File: config.mk
export PLATFORM = sky130hd
export DESIGN_NAME = chunked_cp_adder
export DESIGN_NICKNAME = d
export VERILOG_FILES = /design/src/rtl/chunked_cp_adder.sv
export SDC_FILE = /design/constraint.sdc
export NUM_CORES = 1
export LEC_CHECK = 0
export CAP_MARGIN = 15
export CORE_AREA = 5 5 78 94
export CTS_BUF_LIST = sky130_fd_sc_hd__clkbuf_4
export DETAILED_ROUTE_END_ITERATION = 10
export DIE_AREA = 0 0 83 99
export PLACE_DENSITY = 0.46
export SYNTH_ARGS = -nofsm -noshare
export SYNTH_HDL_FRONTEND = slang
export SYNTH_SLANG_ARGS = --single-unit
File: constraint.sdc
create_clock -name clk -period 4.4 [get_ports clk]
set_input_delay 0.66 -clock clk [delete_from_list [all_inputs] [get_ports clk]]
set_output_delay 0.66 -clock clk [all_outputs]
set_load 0.03 [all_outputs]
File: src/rtl/chunked_cp_adder.sv
// chunked_cp_adder: multi-cycle carry-propagate adder/subtractor.
// Adds one CHUNK-bit slice per cycle with a combinational ripple and
// registers the carry between slices. Subtract computes a - b - cin.
//
// Ports:
//   clk    rising-edge clock
//   rst    asynchronous, active-high reset
//   start  request, sampled only in IDLE
//   sub    0 = add, 1 = subtract (sampled with start)
//   a, b   WIDTH-bit operands (sampled with start)
//   cin    carry-in (add) / borrow-in (sub) (sampled with start)
//   busy   high while slices are being processed
//   done   one-cycle pulse when sum/co/ovf are updated
//   sum    WIDTH-bit result, held until the next completion
//   co     raw carry out of the MSB (1 = no borrow when subtracting)
//   ovf    two's-complement signed overflow
module chunked_cp_adder #(
    parameter int WIDTH = 8,
    parameter int CHUNK = 2
) (
    input  logic             clk,
    input  logic             rst,
    input  logic             start,
    input  logic             sub,
    input  logic [WIDTH-1:0] a,
    input  logic [WIDTH-1:0] b,
    input  logic             cin,
    output logic             busy,
    output logic             done,
    output logic [WIDTH-1:0] sum,
    output logic             co,
    output logic             ovf
);

    localparam int unsigned NCH = WIDTH / CHUNK;
    localparam int unsigned CW  = (NCH > 1) ? $clog2(NCH) : 1;

    // Reject parameter sets that cannot be sliced evenly.
    generate
        if (WIDTH < 1 || CHUNK < 1 || (WIDTH % CHUNK) != 0) begin : g_bad_params
            $error("chunked_cp_adder: WIDTH must be a positive multiple of CHUNK");
        end
    endgenerate

    typedef enum logic [1:0] {
        IDLE = 2'd0,
        RUN  = 2'd1,
        DONE = 2'd2
    } state_t;

    state_t           state_q, state_n;
    logic [CW-1:0]    cnt_q, cnt_n;
    logic             carry_q, carry_n;
    logic [WIDTH-1:0] a_q, a_n;
    logic [WIDTH-1:0] b_q, b_n;
    logic [WIDTH-1:0] work_q, work_n;
    logic [WIDTH-1:0] sum_n;
    logic             co_n, ovf_n, busy_n, done_n;

    logic [CHUNK-1:0] sl_a, sl_b, sl_s;
    logic [WIDTH-1:0] merged;
    logic             c_rip, c_msb;
    logic             last_slice;

    // Ripple the current slice; c_msb is the carry into the slice's top bit.
    always_comb begin
        sl_a   = '0;
        sl_b   = '0;
        sl_s   = '0;
        c_rip  = carry_q;
        c_msb  = carry_q;
        merged = work_q;
        for (int j = 0; j < int'(NCH); j++) begin
            if (cnt_q == CW'(j)) begin
                sl_a = a_q[j*CHUNK +: CHUNK];
                sl_b = b_q[j*CHUNK +: CHUNK];
            end
        end
        for (int i = 0; i < CHUNK; i++) begin
            c_msb   = c_rip;
            sl_s[i] = sl_a[i] ^ sl_b[i] ^ c_rip;
            c_rip   = (sl_a[i] & sl_b[i]) | (c_rip & (sl_a[i] ^ sl_b[i]));
        end
        for (int j = 0; j < int'(NCH); j++) begin
            if (cnt_q == CW'(j)) begin
                merged[j*CHUNK +: CHUNK] = sl_s;
            end
        end
    end

    assign last_slice = (cnt_q == CW'(NCH - 1));

    // Next-state and registered-output logic.
    always_comb begin
        state_n = state_q;
        cnt_n   = cnt_q;
        carry_n = carry_q;
        a_n     = a_q;
        b_n     = b_q;
        work_n  = work_q;
        sum_n   = sum;
        co_n    = co;
        ovf_n   = ovf;
        case (state_q)
            IDLE: begin
                if (start) begin
                    a_n     = a;
                    b_n     = sub ? ~b : b;
                    carry_n = sub ? ~cin : cin;
                    cnt_n   = '0;
                    state_n = RUN;
                end
            end
            RUN: begin
                work_n  = merged;
                carry_n = c_rip;
                if (last_slice) begin
                    cnt_n   = '0;
                    state_n = DONE;
                    sum_n   = merged;
                    co_n    = c_rip;
                    ovf_n   = c_msb ^ c_rip;
                end else begin
                    cnt_n = cnt_q + CW'(1);
                end
            end
            DONE: begin
                state_n = IDLE;
            end
            default: begin
                state_n = IDLE;
            end
        endcase
        busy_n = (state_n == RUN);
        done_n = (state_n == DONE);
    end

    // State and output registers.
    always_ff @(posedge clk or posedge rst) begin
        if (rst) begin
            state_q <= IDLE;
            cnt_q   <= '0;
            carry_q <= 1'b0;
            a_q     <= '0;
            b_q     <= '0;
            work_q  <= '0;
            sum     <= '0;
            co      <= 1'b0;
            ovf     <= 1'b0;
            busy    <= 1'b0;
            done    <= 1'b0;
        end else begin
            state_q <= state_n;
            cnt_q   <= cnt_n;
            carry_q <= carry_n;
            a_q     <= a_n;
            b_q     <= b_n;
            work_q  <= work_n;
            sum     <= sum_n;
            co      <= co_n;
            ovf     <= ovf_n;
            busy    <= busy_n;
            done    <= done_n;
        end
    end

endmodule

==> results by group <==
Routing
  • Final wirelength: about 3.5 mm
  • Via/cell ratio: around 4.5
  • DRC errors left: 0
  • WL/cell: 12.76 um
  • Drt first pass iters: 4
  • Initial DRC Count: 60
  • Antenna Nets Post-Route: 0
  • Vias post-DR: between 1000 and 1500

Floorplan
  • Die width: just over 80 um
  • Die Area: between 8000 and 9000 sq um
  • Initial Util: around 29%
  • FP Rows: 32
  • Die H: roughly 100 um
  • Ports: 33
  • Core area: approximately 6300 sq um

Yosys
  • Most numerous cell in the Yosys netlist: dfrtp_1
  • Main synth FF type: dfrtp_1
  • Post-synth EDFFs: 0
  • Synth Register Bits: 39
  • Post-Synthesis Cell Area: roughly 1800 sq um
  • Syn nets: 184
  • Asr flop ratio synth: 100.0%
  • Sequential share of the synthesized area: 53.35%
  • Yosys top cell by area: dfrtp_1
  • Syn Inst Count: 157
  • Ys Warns: 0
  • Top cell type's share of synthesized area: about 53%
  • Area contributors post-synth: dfrtp_1, mux2_2, xnor2_1, mux2i_1, nand2_1
  • Most frequent cells after synthesis: dfrtp_1, mux2_2, nand2_1, nor2_1, a21oi_1
  • Unique masters post-synth: 28
  • Synthesized area per cell: between 10 and 15 sq um

Worst setup path
  • CP Data Arrival Time: about 3.2 ns
  • Crit path depth: 9
  • Endpoint class of the critical path: register
  • CP Data Required Time: between 4 and 5 ns
  • Worst reg2reg path depth: 9
  • Crit path largest cell delay: about 0.46 ns
  • Startpoint class of the critical path: register
  • CP top delay family: adder cells
  • Critical path cell sequence: inv_1 > ha_1 > nor2b_1 > a221oi_1 > o31ai_1 > fa_1 > fa_1 > and3b_1 > a221o_1
  • Slowest stage cell, crit path: fa_1
  • Crit path top cell by count: fa_1
  • CP max FO: 9
  • WS Path Type: register to register
  • Buffer and inverter count on the worst path: 1

Global routing
  • Tot GR Track Use: a little under a tenth
  • First-pass GRT wire length: around 6.3 mm
  • Largest net degree at the start of global routing: 40
  • Vias in the first global route: between 1000 and 1500
  • GR Overflow Total: 0
  • Initial antenna violation count: 0

Cells and area
  • Fill cells: 688
  • Synth-to-Final Area Change: 24.35%
  • Core Util, Final: a little over a third
  • Reg area: 975.9 sq um
  • Diodes inserted: 0
  • Multi-input gate area: just under 800 sq um
  • Total Nets Final: between 200 and 250
  • Layout cell share with drive strength beyond 1: 13.16%

Hold path
  • WHS Path Cells: 2
  • Worst hold path type: register to register

Pwr
  • P per Cell Area: between 800 and 900 nW/um^2
  • Max VDD drop: around 0.00029 V
  • Static leakage: 0.9621 nW

Timing
  • Slew @ Worst Pin: around 0.96 ns
  • Hold Violations, Final: 0
  • Post-layout min period: 2.959 ns
  • Total Neg Setup Slack: 0 ns
  • Maximum clock rate: between 300 and 400 MHz
  • Max Slew Vio Count: 0
  • Tcrit/Tclk final: around two thirds
  • RSZ-0062 raised after global routing: false
  • Clock Skew: 0.009357 ns
  • Final setup viols: 0
  • Worst slew margin: a little over a third

Clocking
  • H-tree levels: 2
  • Post-CTS Setup Inserts: 0
  • CTS tree: done
  • Num CTS Buffers: 5
  • Maximum buffer depth of the clock tree: 2
  • Clock sinks: 39
  • Clk root buf: clkbuf_4
  • Clk pin slew, worst setup/hold paths: 0.11 ns
  • CTS Hold Bufs: 0
  • PostCTS Resize Cnt: 0
  • Later-pin clock latency in the skew report: 0.34 ns

Outcome
  • Status: finished, final reports clean

Placed design
  • DP HPWL: 2.675 mm
  • Port buffer count: 32
  • RePlAce Congestion: just over 0.7

Run
  • Max Cap Viol: 0
layout make-up:
type                       count  share of cell area (%)
tap                           85                   4.675
clock buffer                   7                   2.310
sequential                    39                   42.90
timing repair buffer          33                   14.41
inverter                       7                   1.155
multi-input combinational    103                   34.32
clock inverter                 1                  0.2200
worst reg2reg max path, stage by stage (launching register included):
cell,delay [ns]
dfrtp_1,0.44
inv_1,0.09
ha_1,0.37
nor2b_1,0.14
a221oi_1,0.29
o31ai_1,0.14
fa_1,0.44
fa_1,0.46
and3b_1,0.21
a221o_1,0.26
report_power, final:
part           switching [mW]  internal (mW)  total (mW)
Sequential              0.104          0.534       0.638
Clock                   0.113         0.0747       0.188
Combinational           0.527          0.471       0.998
Total                   0.743           1.08        1.82
stage by stage:
stage	worst slack, ns	instance area (sq um)	total power [mW]	hold slack, ns	std cells
floorplan	1.765	1829	1.366	0.4580	157
global placement	1.550	2217	1.651	0.4635	267
detailed placement	1.485	2217	1.672	0.4729	267
CTS	1.446	2275	1.864	0.5004	275
global route	1.252	2275	2.001	0.5379	275
finish	1.441	2275	1.824	0.4889	275
sequential cells by signal, summed over array words and instances, names as in the netlist:
signal,count
carry_q,1
busy,1
ovf,1
state_q,2
done,1
co,1
cnt_q,2
a_q,8
b_q,8
work_q,6
sum,8
logic make-up (layout without fill, tap and decap cells):
group / after synthesis / after routing / synth area share, %
AND/OR/NAND/NOR: 34 / 34 / 9.029
flip-flops: 39 / 39 / 53.35
buffers and inverters: 15 / 48 / 3.967
XOR/XNOR: 10 / 10 / 4.788
adder cells (fa/ha/maj): 6 / 6 / 4.925
multiplexers: 23 / 23 / 13.68
AO/OA/AOI/OAI: 30 / 30 / 10.26
cells in the final DEF, fill, tap and decap left out, types with 7 or more instances in the layout:
cell type / instances
dfrtp_1: 39
clkdlybuf4s50_1: 32
nand2_1: 15
mux2_2: 15
nor2_1: 11
a21oi_1: 10
o21ai_0: 9
xnor2_1: 9
mux2i_1: 7
inv_1: 7
clkbuf_4: 7
worst paths after layout:
| check | startpoint | end | slack (ns) |
|---|---|---|---|
| setup / recovery | cnt_q[1] | carry_q | 1.44 |
| hold / removal | sum[0] | sum[0] | 0.49 |
| setup reg to reg | cnt_q[1] | carry_q | 1.44 |
| hold reg to reg | sum[0] | sum[0] | 0.49 |
| max in group asynchronous | rst | state_q[0] | 3.33 |
| min in group asynchronous | rst | a_q[2] | 0.73 |
per-layer routing:
metal,wire length (um),global-route usage (%),up-vias
met1,1518,11.45,587
met4,46,3.774,0
li1,-,-,599
met2,1743,15.80,34
met5,0,0,-
met3,201,2.759,6
(Power assumes the default switching activity.)
